**config.mk**
```make
export PLATFORM = sky130hd
export DESIGN_NAME = receptor_ps2
export DESIGN_NICKNAME = d
export VERILOG_FILES = /design/src/rtl/ps2_pkg.sv /design/src/rtl/ps2_clk_filter.sv /design/src/rtl/receptor_ps2.sv
export SDC_FILE = /design/constraint.sdc
export NUM_CORES = 1
export LEC_CHECK = 0
export ABC_AREA = 1
export CAP_MARGIN = 30
export CELL_PAD_IN_SITES_DETAIL_PLACEMENT = 1
export CELL_PAD_IN_SITES_GLOBAL_PLACEMENT = 1
export CORE_MARGIN = 2
export CORE_UTILIZATION = 45
export CTS_CLUSTER_DIAMETER = 60
export CTS_CLUSTER_SIZE = 10
export DETAILED_ROUTE_END_ITERATION = 12
export PLACE_DENSITY_LB_ADDON = 0.1
export SYNTH_ARGS = -nofsm -noshare
export SYNTH_HDL_FRONTEND = slang
export SYNTH_SLANG_ARGS = --single-unit
```
**constraint.sdc**
```tcl
create_clock -name clk -period 2.8 [get_ports clk]
set_input_delay 0.84 -clock clk [delete_from_list [all_inputs] [get_ports clk]]
set_output_delay 0.84 -clock clk [all_outputs]
set_load 0.01 [all_outputs]
```
**src/rtl/ps2_pkg.sv**
```systemverilog
// Shared definitions for the PS/2 receiver: FSM encoding, frame geometry,
// default timeout, and the frame validity check.
package ps2_pkg;

    typedef enum logic [1:0] {
        IDLE = 2'd0,
        DPS  = 2'd1,
        LOAD = 2'd2
    } state_t;

    localparam int FRAME_BITS      = 11;
    localparam int TIMEOUT_CYC_DEF = 200000;

    // Start low, stop high, odd parity over data plus parity bit.
    function automatic logic frame_ok(input logic [FRAME_BITS-1:0] f);
        return (f[0] == 1'b0) && (f[10] == 1'b1) && (^f[9:1] == 1'b1);
    endfunction

endpackage

```
**src/rtl/ps2_clk_filter.sv**
```systemverilog
// Synchronizes the PS/2 lines, debounces the clock line and emits a one-cycle
// pulse on each clean falling edge of the filtered clock.
module ps2_clk_filter #(
    parameter int FILTER_LEN = 8
) (
    input  logic clk,
    input  logic reset,
    input  logic ps2c,
    input  logic ps2d,
    output logic ps2c_filt,
    output logic fall_edge,
    output logic ps2d_sync
);
    logic [1:0]            c_sync_q, c_sync_d;
    logic [1:0]            d_sync_q, d_sync_d;
    logic [FILTER_LEN-1:0] shreg_q, shreg_d;
    logic                  filt_q, filt_d;
    logic                  edge_q, edge_d;

    // Next-state: synchronizers, shift filter, level hysteresis, edge detect.
    always_comb begin
        c_sync_d = {c_sync_q[0], ps2c};
        d_sync_d = {d_sync_q[0], ps2d};
        shreg_d  = {shreg_q[FILTER_LEN-2:0], c_sync_q[1]};
        if (&shreg_q) begin
            filt_d = 1'b1;
        end else if (~|shreg_q) begin
            filt_d = 1'b0;
        end else begin
            filt_d = filt_q;
        end
        edge_d = filt_q & ~filt_d;
    end

    // Filter state registers; idle bus level is high.
    always_ff @(posedge clk or posedge reset) begin
        if (reset) begin
            c_sync_q <= 2'b11;
            d_sync_q <= 2'b11;
            shreg_q  <= {FILTER_LEN{1'b1}};
            filt_q   <= 1'b1;
            edge_q   <= 1'b0;
        end else begin
            c_sync_q <= c_sync_d;
            d_sync_q <= d_sync_d;
            shreg_q  <= shreg_d;
            filt_q   <= filt_d;
            edge_q   <= edge_d;
        end
    end

    assign ps2c_filt = filt_q;
    assign fall_edge = edge_q;
    assign ps2d_sync = d_sync_q[1];
endmodule

```
**src/rtl/receptor_ps2.sv**
```systemverilog
// PS/2 keyboard receiver: collects 11-bit frames on filtered clock falling
// edges, validates them and presents the data byte with a done or error pulse.
module receptor_ps2
    import ps2_pkg::*;
#(
    parameter int FILTER_LEN  = 8,
    parameter int TIMEOUT_CYC = TIMEOUT_CYC_DEF
) (
    input  logic       clk,
    input  logic       reset,
    input  logic       ps2c,
    input  logic       ps2d,
    input  logic       rx_en,
    output logic       rx_done_tick,
    output logic [7:0] datos,
    output logic       frame_err
);
    localparam int              TW           = $clog2(TIMEOUT_CYC + 1);
    localparam logic [TW-1:0]   TIMEOUT_LAST = TW'(TIMEOUT_CYC - 1);
    localparam logic [3:0]      FIRST_CNT    = 4'(FRAME_BITS - 1);

    logic ps2c_filt, fall_edge, ps2d_sync;
    logic edge_s;
    logic [FRAME_BITS-1:0] shift_s;

    state_t                state_q, state_d;
    logic [FRAME_BITS-1:0] frame_q, frame_d;
    logic [3:0]            cnt_q, cnt_d;
    logic [TW-1:0]         timer_q, timer_d;
    logic [7:0]            datos_q, datos_d;
    logic                  done_q, done_d;
    logic                  err_q, err_d;

    ps2_clk_filter #(.FILTER_LEN(FILTER_LEN)) u_filter (
        .clk       (clk),
        .reset     (reset),
        .ps2c      (ps2c),
        .ps2d      (ps2d),
        .ps2c_filt (ps2c_filt),
        .fall_edge (fall_edge),
        .ps2d_sync (ps2d_sync)
    );

    // An edge pulse always coincides with the filtered level being low.
    assign edge_s  = fall_edge & ~ps2c_filt;
    assign shift_s = {ps2d_sync, frame_q[FRAME_BITS-1:1]};

    // Receiver FSM next-state; outputs for a finished frame are decided on the
    // 11th edge so the pulse lands in the LOAD cycle.
    always_comb begin
        state_d = state_q;
        frame_d = frame_q;
        cnt_d   = cnt_q;
        timer_d = timer_q;
        datos_d = datos_q;
        done_d  = 1'b0;
        err_d   = 1'b0;
        case (state_q)
            IDLE: begin
                if (edge_s && rx_en) begin
                    frame_d = shift_s;
                    cnt_d   = FIRST_CNT;
                    timer_d = {TW{1'b0}};
                    state_d = DPS;
                end else begin
                    state_d = IDLE;
                end
            end
            DPS: begin
                if (edge_s) begin
                    frame_d = shift_s;
                    cnt_d   = cnt_q - 4'd1;
                    timer_d = {TW{1'b0}};
                    if (cnt_q == 4'd1) begin
                        state_d = LOAD;
                        if (frame_ok(shift_s)) begin
                            datos_d = shift_s[8:1];
                            done_d  = 1'b1;
                        end else begin
                            err_d = 1'b1;
                        end
                    end else begin
                        state_d = DPS;
                    end
                end else if (timer_q == TIMEOUT_LAST) begin
                    err_d   = 1'b1;
                    timer_d = {TW{1'b0}};
                    state_d = IDLE;
                end else begin
                    timer_d = timer_q + TW'(1);
                end
            end
            LOAD: begin
                state_d = IDLE;
            end
            default: begin
                state_d = IDLE;
            end
        endcase
    end

    // Receiver state and output registers.
    always_ff @(posedge clk or posedge reset) begin
        if (reset) begin
            state_q <= IDLE;
            frame_q <= {FRAME_BITS{1'b0}};
            cnt_q   <= 4'd0;
            timer_q <= {TW{1'b0}};
            datos_q <= 8'h00;
            done_q  <= 1'b0;
            err_q   <= 1'b0;
        end else begin
            state_q <= state_d;
            frame_q <= frame_d;
            cnt_q   <= cnt_d;
            timer_q <= timer_d;
            datos_q <= datos_d;
            done_q  <= done_d;
            err_q   <= err_d;
        end
    end

    assign rx_done_tick = done_q;
    assign datos        = datos_q;
    assign frame_err    = err_q;
endmodule

```
# Word level (Yosys, flattened, before mapping)
# Index checks and enable logic that the tools add are counted.
[classes] magnitude_cmp=0 bitwise_logic=5 mul=0 mux=26 add_sub_neg=2 div=0 shift=0 n_eq_ne=6 n_reduce_logical=11
[ops] operator="18-bit 2-to-1 mux" n=3
[ops] operator="18-bit one-hot mux with 2 select lines" n=1
[ops] operator="11-bit 2-to-1 mux" n=2
[ops] operator="11-bit one-hot mux with 2 select lines" n=1
[ops] operator="18-bit by 1-bit adder with 18-bit output, second input constant" n=1
[ops] operator="18-bit == test, second input constant" n=1
[ops] operator="1-bit 2-to-1 mux" n=12
[ops] operator="9-bit parity" n=1
[ops] operator="4-bit 2-to-1 mux" n=2
[ops] operator="4-bit one-hot mux with 2 select lines" n=1
[ops] operator="8-bit AND reduction" n=1
[ops] operator="8-bit OR reduction" n=1
[ops] operator="2-bit 2-to-1 mux" n=3
[ops] operator="4-bit by 1-bit == test with 1-bit output, second input constant" n=1
[ops] operator="2-bit != test, second input constant" n=2
[ops] operator="2-bit one-hot mux with 2 select lines" n=1
[ops] operator="4-bit AND reduction" n=1
[ops] operator="4-bit by 1-bit subtractor with 4-bit output, second input constant" n=1
[ops] operator="1-bit logical AND" n=3
[ops] operator="3-bit != test, second input constant" n=1
[ops] operator="1-bit inverter" n=3
[ops] operator="3-bit AND reduction" n=1
[ops] operator="1-bit bitwise AND" n=2
[ops] operator="2-bit by 1-bit == test with 1-bit output, second input constant" n=1
[ops] operator="other kinds (3)" n=3
[totals] in_bits=5 n_memories=0 rom_bits=0 mem_bits_rw=0 latch_bits=0 ff_bits=59 output_inout_bits=10

# Longest topological paths before layout
[logic_depth] depth_word=7 mapped_depth=12 depth_no_buf=12

# Modules after synthesis
# Synthesis repeated with hierarchy kept, for this count alone.
[hier_totals] cells_unflattened=344 hier_area_um2=2850.2
[modules_own_cells] mod="receptor_ps2" seq_area_each_um2=1101.1 instances=1 cells_each=311 area_per_inst_um2=2409.8
[modules_own_cells] mod="ps2_clk_filter" seq_area_each_um2=366.6 instances=1 cells_each=33 area_per_inst_um2=440.4

# Worst setup path after synthesis
# OpenSTA, ideal clock, no wires.
[synth_path] path_kind="input port to flip-flop" from="input port rx_en" to="register timer_q[11]" path_stages=6 path_slack_ns=1.200 arrival_time_ns=1.480 setup_time_ns=0.120 cell_sequence="nand3_2 > nand2_4 > nand2_2 > nor3_2 > nand3_1 > and3_1"
[synth_via] elab_chain_len=3
[synth_rtl] element="start: declaration" line_no="receptor_ps2.sv:13" text="input logic rx_en,"
[synth_rtl] element="1-bit logical AND" line_no="receptor_ps2.sv:60" text="if (edge_s && rx_en) begin"
[synth_rtl] element="2-bit != test (no source line)"
[synth_rtl] element="2-bit AND reduction (no source line)"
[synth_rtl] element="end signal: assignment" line_no="receptor_ps2.sv:108" text="timer_q <= {TW{1'b0}};"
[synth_rtl] element="end signal: assignment" line_no="receptor_ps2.sv:116" text="timer_q <= timer_d;"
[synth_rtl] element="end: declaration" line_no="receptor_ps2.sv:29" text="logic [TW-1:0] timer_q, timer_d;"
# Every way passes these cells.
# A chain may end at the register's enable or synchronous reset.

# Final worst setup path
[layout_path] from="register datos_q[4] (netlist: datos[4])" to="output port datos[4]"
[layout_lines] element="start: declaration" line_no="receptor_ps2.sv:30" text="logic [7:0] datos_q, datos_d;"
[layout_lines] element="start signal: assignment" line_no="receptor_ps2.sv:117" text="datos_q <= datos_d;"
[layout_lines] element="end: declaration" line_no="receptor_ps2.sv:15" text="output logic [7:0] datos,"
# No word-level cell between the ends.

==> PnR_summary.wiki <==
{| class="wikitable"
! Metric !! Value
|-
| Result of the run || finished clean
|-
| Async SR Flop Fraction || 100%
|-
| Post-synthesis compound-gate area fraction || approximately 6%
|-
| Number of gates given a new drive strength after cts || 0
|-
| Power density over the cells || a little under 700 nW/um^2
|-
| Most repeated cell in the gate-level netlist after synthesis || sky130_fd_sc_hd__nand2_1
|-
| Sequential element share of the synthesized area || between 50% and 60%
|-
| Die width || a little over 80 um
|-
| Maximum vdd ir drop || about 0.44 mV
|-
| Total negative slack || 0 ns
|-
| Synth Register Bits || 58
|-
| Clock Skew || about 0.011 ns
|-
| Number of antenna violations at the first check in global routing || 0
|-
| Cell leakage power || 1.57 nW
|-
| # Max-Cap Violations || 0
|-
| Max incr delay on CP || approximately 0.54 ns
|-
| Relative slew slack || between 60% and 70%
|-
| Effective utilization at floorplan || between 40% and 50%
|-
| Peak fanout along the critical path || 2
|-
| Worst hold path type || register to register
|-
| TritonCTS clock tree || built
|-
| Number of fill cells in the layout || between 700 and 800
|-
| Fraction of post-synthesis cell area in the top cell type by area || 40.5%
|-
| Startpoint class of the critical path || register
|-
| CP Cell Sequence || clkdlybuf4s50_1
|-
| Total routed wirelength || between 6000 and 7000 um
|-
| Routed len/inst || roughly 15 um
|-
| Clock-pin slew on the worst setup and hold paths || approximately 0.07 ns
|-
| Total via count in the routed design || between 2000 and 2500
|-
| Area inside the core boundary || approximately 6000 sq um
|-
| Number of buffers inserted during clock tree synthesis || 9
|-
| Post-synthesis share of cell area spent on full adders, half adders and majority gates || under 10%
|-
| Simple-gate area share of the yosys netlist || between 30% and 40%
|-
| Clock root buffer || sky130_fd_sc_hd__clkbuf_8
|-
| Data required time at the worst endpoint || a little under 2 ns
|-
| Fraction of final layout cells with drive strength greater than 1 || between 10% and 20%
|-
| Area occupied by multi-input gates || roughly 1100 sq um
|-
| Top Family by Delay on Critical Path || buffers and inverters
|-
| Tcrit/Tclk final || 74.8%
|-
| Slowest library cell on the worst path || sky130_fd_sc_hd__clkdlybuf4s50_1
|-
| Clock latency on the worst-skew pair || roughly 0.34 ns
|-
| Cell types with the largest area share after synthesis || sky130_fd_sc_hd__dfrtp_1, sky130_fd_sc_hd__dfstp_2, sky130_fd_sc_hd__nand2_1, sky130_fd_sc_hd__inv_1, sky130_fd_sc_hd__nor2_1
|-
| Final estimated routing congestion in global placement || 0.840
|-
| First-iteration detailed-routing DRC count || around 110
|-
| Number of placement rows || 28
|-
| # hold bufs at CTS || 0
|-
| CP Buf/Inv Count || 1
|-
| Primary FF master, synth || sky130_fd_sc_hd__dfrtp_1
|-
| Synth Instances || 320
|-
| IO Pins || 15
|-
| Max-slew violation count || 0
|-
| Maximum number of buffers from clock root to sink || 2
|-
| Die ar. || 6830 sq um
|-
| Global router's overall resource usage || about 22%
|-
| HPWL reported at the end of detailed placement || ~4600 um
|-
| Per-cell via count in the routed design || 5.17
|-
| Register area || 1470 sq um
|-
| Antenna cell count || 0
|-
| Mux contribution to synthesized area || 0%
|-
| Number of hold-slack violations in the final timing report || 0
|-
| Number of endpoints failing setup at the final stage || 0
|-
| Number of port buffers || 14
|-
| Total global routing overflow || 0
|-
| Synth top cells by count || sky130_fd_sc_hd__nand2_1, sky130_fd_sc_hd__dfrtp_1, sky130_fd_sc_hd__inv_1
|-
| Number of levels the H-tree was split into || 3
|-
| Worst Path Class, Setup || register to output port
|-
| Die outline height || a little over 80 um
|-
| Clock sink total || 58
|-
| Residual antenna-violating net count after detailed routing || 0
|-
| Area overhead of the layout relative to synthesis || 15.4%
|-
| Global-route wire length before repair || about 11000 um
|-
| Transition at the pin with the smallest max-transition slack || just over 0.5 ns
|-
| Cell taking the most area after synthesis || sky130_fd_sc_hd__dfrtp_1
|-
| RSZ-0062 raised after global routing || no
|-
| Number of remaining DRC errors || 0
|-
| FMAX || around 480 MHz
|-
| Pin count of the biggest net entering global routing || 41
|-
| Synthesized Nets || 328
|-
| Final std cells w/o fill || roughly 420
|-
| Worst endpoint data arrival time || ~1.3 ns
|-
| Count of cell types in the netlist || 34
|-
| Post-Syn Area per Cell || roughly 8.7 sq um
|-
| Syn Std Cell Area || ~2800 sq um
|-
| Count of yosys warnings during synthesis || 0
|-
| First-pass DRT Iterations || 4
|-
| Setup crit end kind || output port
|-
| Fin nets || 351
|-
| Vias in the first global route || 2372
|-
| # Post-CTS Setup Buffers || 0
|-
| Fin crit period || between 2 and 2.5 ns
|-
| Number of placed instances with taps included || 407
|-
| Largest family of logic cells by synthesized area || simple AND/OR/NAND/NOR gates
|-
| Parity-gate share of the synthesized area counting xor and xnor cells || 1.57%
|-
| Number of enable-type register cells in the synthesized netlist || 0
|}
-- worst reg2reg max path, cell delays in order, from the launching register on --
cell	delay, ns
sky130_fd_sc_hd__dfrtp_1	0.41
sky130_fd_sc_hd__ha_1	0.20
sky130_fd_sc_hd__nand2_1	0.11
sky130_fd_sc_hd__nor2_2	0.17
sky130_fd_sc_hd__nand3_1	0.13
sky130_fd_sc_hd__nand2_1	0.17
sky130_fd_sc_hd__nand2_2	0.16
sky130_fd_sc_hd__inv_2	0.21
sky130_fd_sc_hd__nor3_1	0.08
-- worst paths after layout --
path / startpoint / to / slack [ns] / cells after the start
max: datos[4] / datos[4] / 0.70 / 1
min: u_filter.c_sync_q[0] / u_filter.c_sync_q[1] / 0.36 / 0
max reg2reg: timer_q[0] / timer_q[6] / 1.04 / 8
min reg2reg: u_filter.c_sync_q[0] / u_filter.c_sync_q[1] / 0.36 / 0
max in group asynchronous: reset / u_filter.shreg_q[6] / 1.37 / 3
min in group asynchronous: reset / datos[2] / 0.82 / 2
-- cells by family (layout without fill, tap and decap cells) --
kind of cell             after synthesis  in the layout
XOR/XNOR                               5              5
AO/OA/AOI/OAI                         31             31
adder cells (fa/ha/maj)                3              3
flip-flops                            58             58
buffers and inverters                 54             82
AND/OR/NAND/NOR                      169            169
-- cell usage in the layout, fill, tap and decap left out, types with 10 or more instances in the layout --
| cell type | netlist | final |
|---|---|---|
| sky130_fd_sc_hd__clkdlybuf4s50_1 | 0 | 14 |
| sky130_fd_sc_hd__nand4_1 | 16 | 16 |
| sky130_fd_sc_hd__dfrtp_1 | 45 | 45 |
| sky130_fd_sc_hd__clkbuf_8 | 0 | 10 |
| sky130_fd_sc_hd__dfstp_2 | 13 | 13 |
| sky130_fd_sc_hd__nor2_1 | 29 | 29 |
| sky130_fd_sc_hd__nand2_1 | 74 | 74 |
| sky130_fd_sc_hd__inv_1 | 43 | 42 |
| sky130_fd_sc_hd__o21ai_0 | 16 | 16 |
| sky130_fd_sc_hd__nand3_1 | 13 | 13 |
-- power by group --
| group | internal (mW) | switching, mW | total [mW] | leakage [nW] |
|---|---|---|---|---|
| Clock | 0.432 | 0.335 | 0.767 | 0.103 |
| Combinational | 0.130 | 0.229 | 0.359 | 0.761 |
| Sequential | 0.957 | 0.102 | 1.06 | 0.705 |
| Total | 1.52 | 0.666 | 2.19 | 1.57 |
-- cell type report --
class / instances / share of cell area [%]
well taps: 75 / 2.92
multi-input cells: 208 / 34.2
flip-flops and latches: 58 / 45.7
repair buffers: 16 / 5.22
inverters: 50 / 5.85
clock buffers: 11 / 4.40
clock inverters: 5 / 1.68
-- state kept, by name (all words and copies together), names as in the netlist --
register            flops
state_q                 2
frame_err               1
rx_done_tick            1
u_filter.ps2c_filt      1
u_filter.d_sync_q       2
timer_q                18
frame_q                10
cnt_q                   4
u_filter.fall_edge      1
u_filter.c_sync_q       2
datos                   8
u_filter.shreg_q        8
-- through the flow --
step	setup WS, ns	util (%)	hold WS [ns]	total power, mW	area [sq um]
5_1_grt	0.658	53.9	0.363	2.32	3210
3_3_place_gp	0.535	50.6	0.346	1.40	3020
2_1_floorplan	0.554	-	0.345	1.32	2780
3_5_place_dp	0.497	50.6	0.350	1.42	3020
6_report	0.705	53.9	0.358	2.19	3210
4_1_cts	0.685	53.9	0.360	2.21	3210
-- layer usage --
layer / global-route usage (%) / up-vias / share of wire (%)
li1: - / 1066 / -
met1: 28.0 / 1084 / 47
met2: 35.5 / 27 / 49
met3: 5.22 / 11 / 2.7
met4: 7.21 / 0 / 1.4
met5: 0 / - / 0
Note: power is estimated with default switching activity, not from simulation.
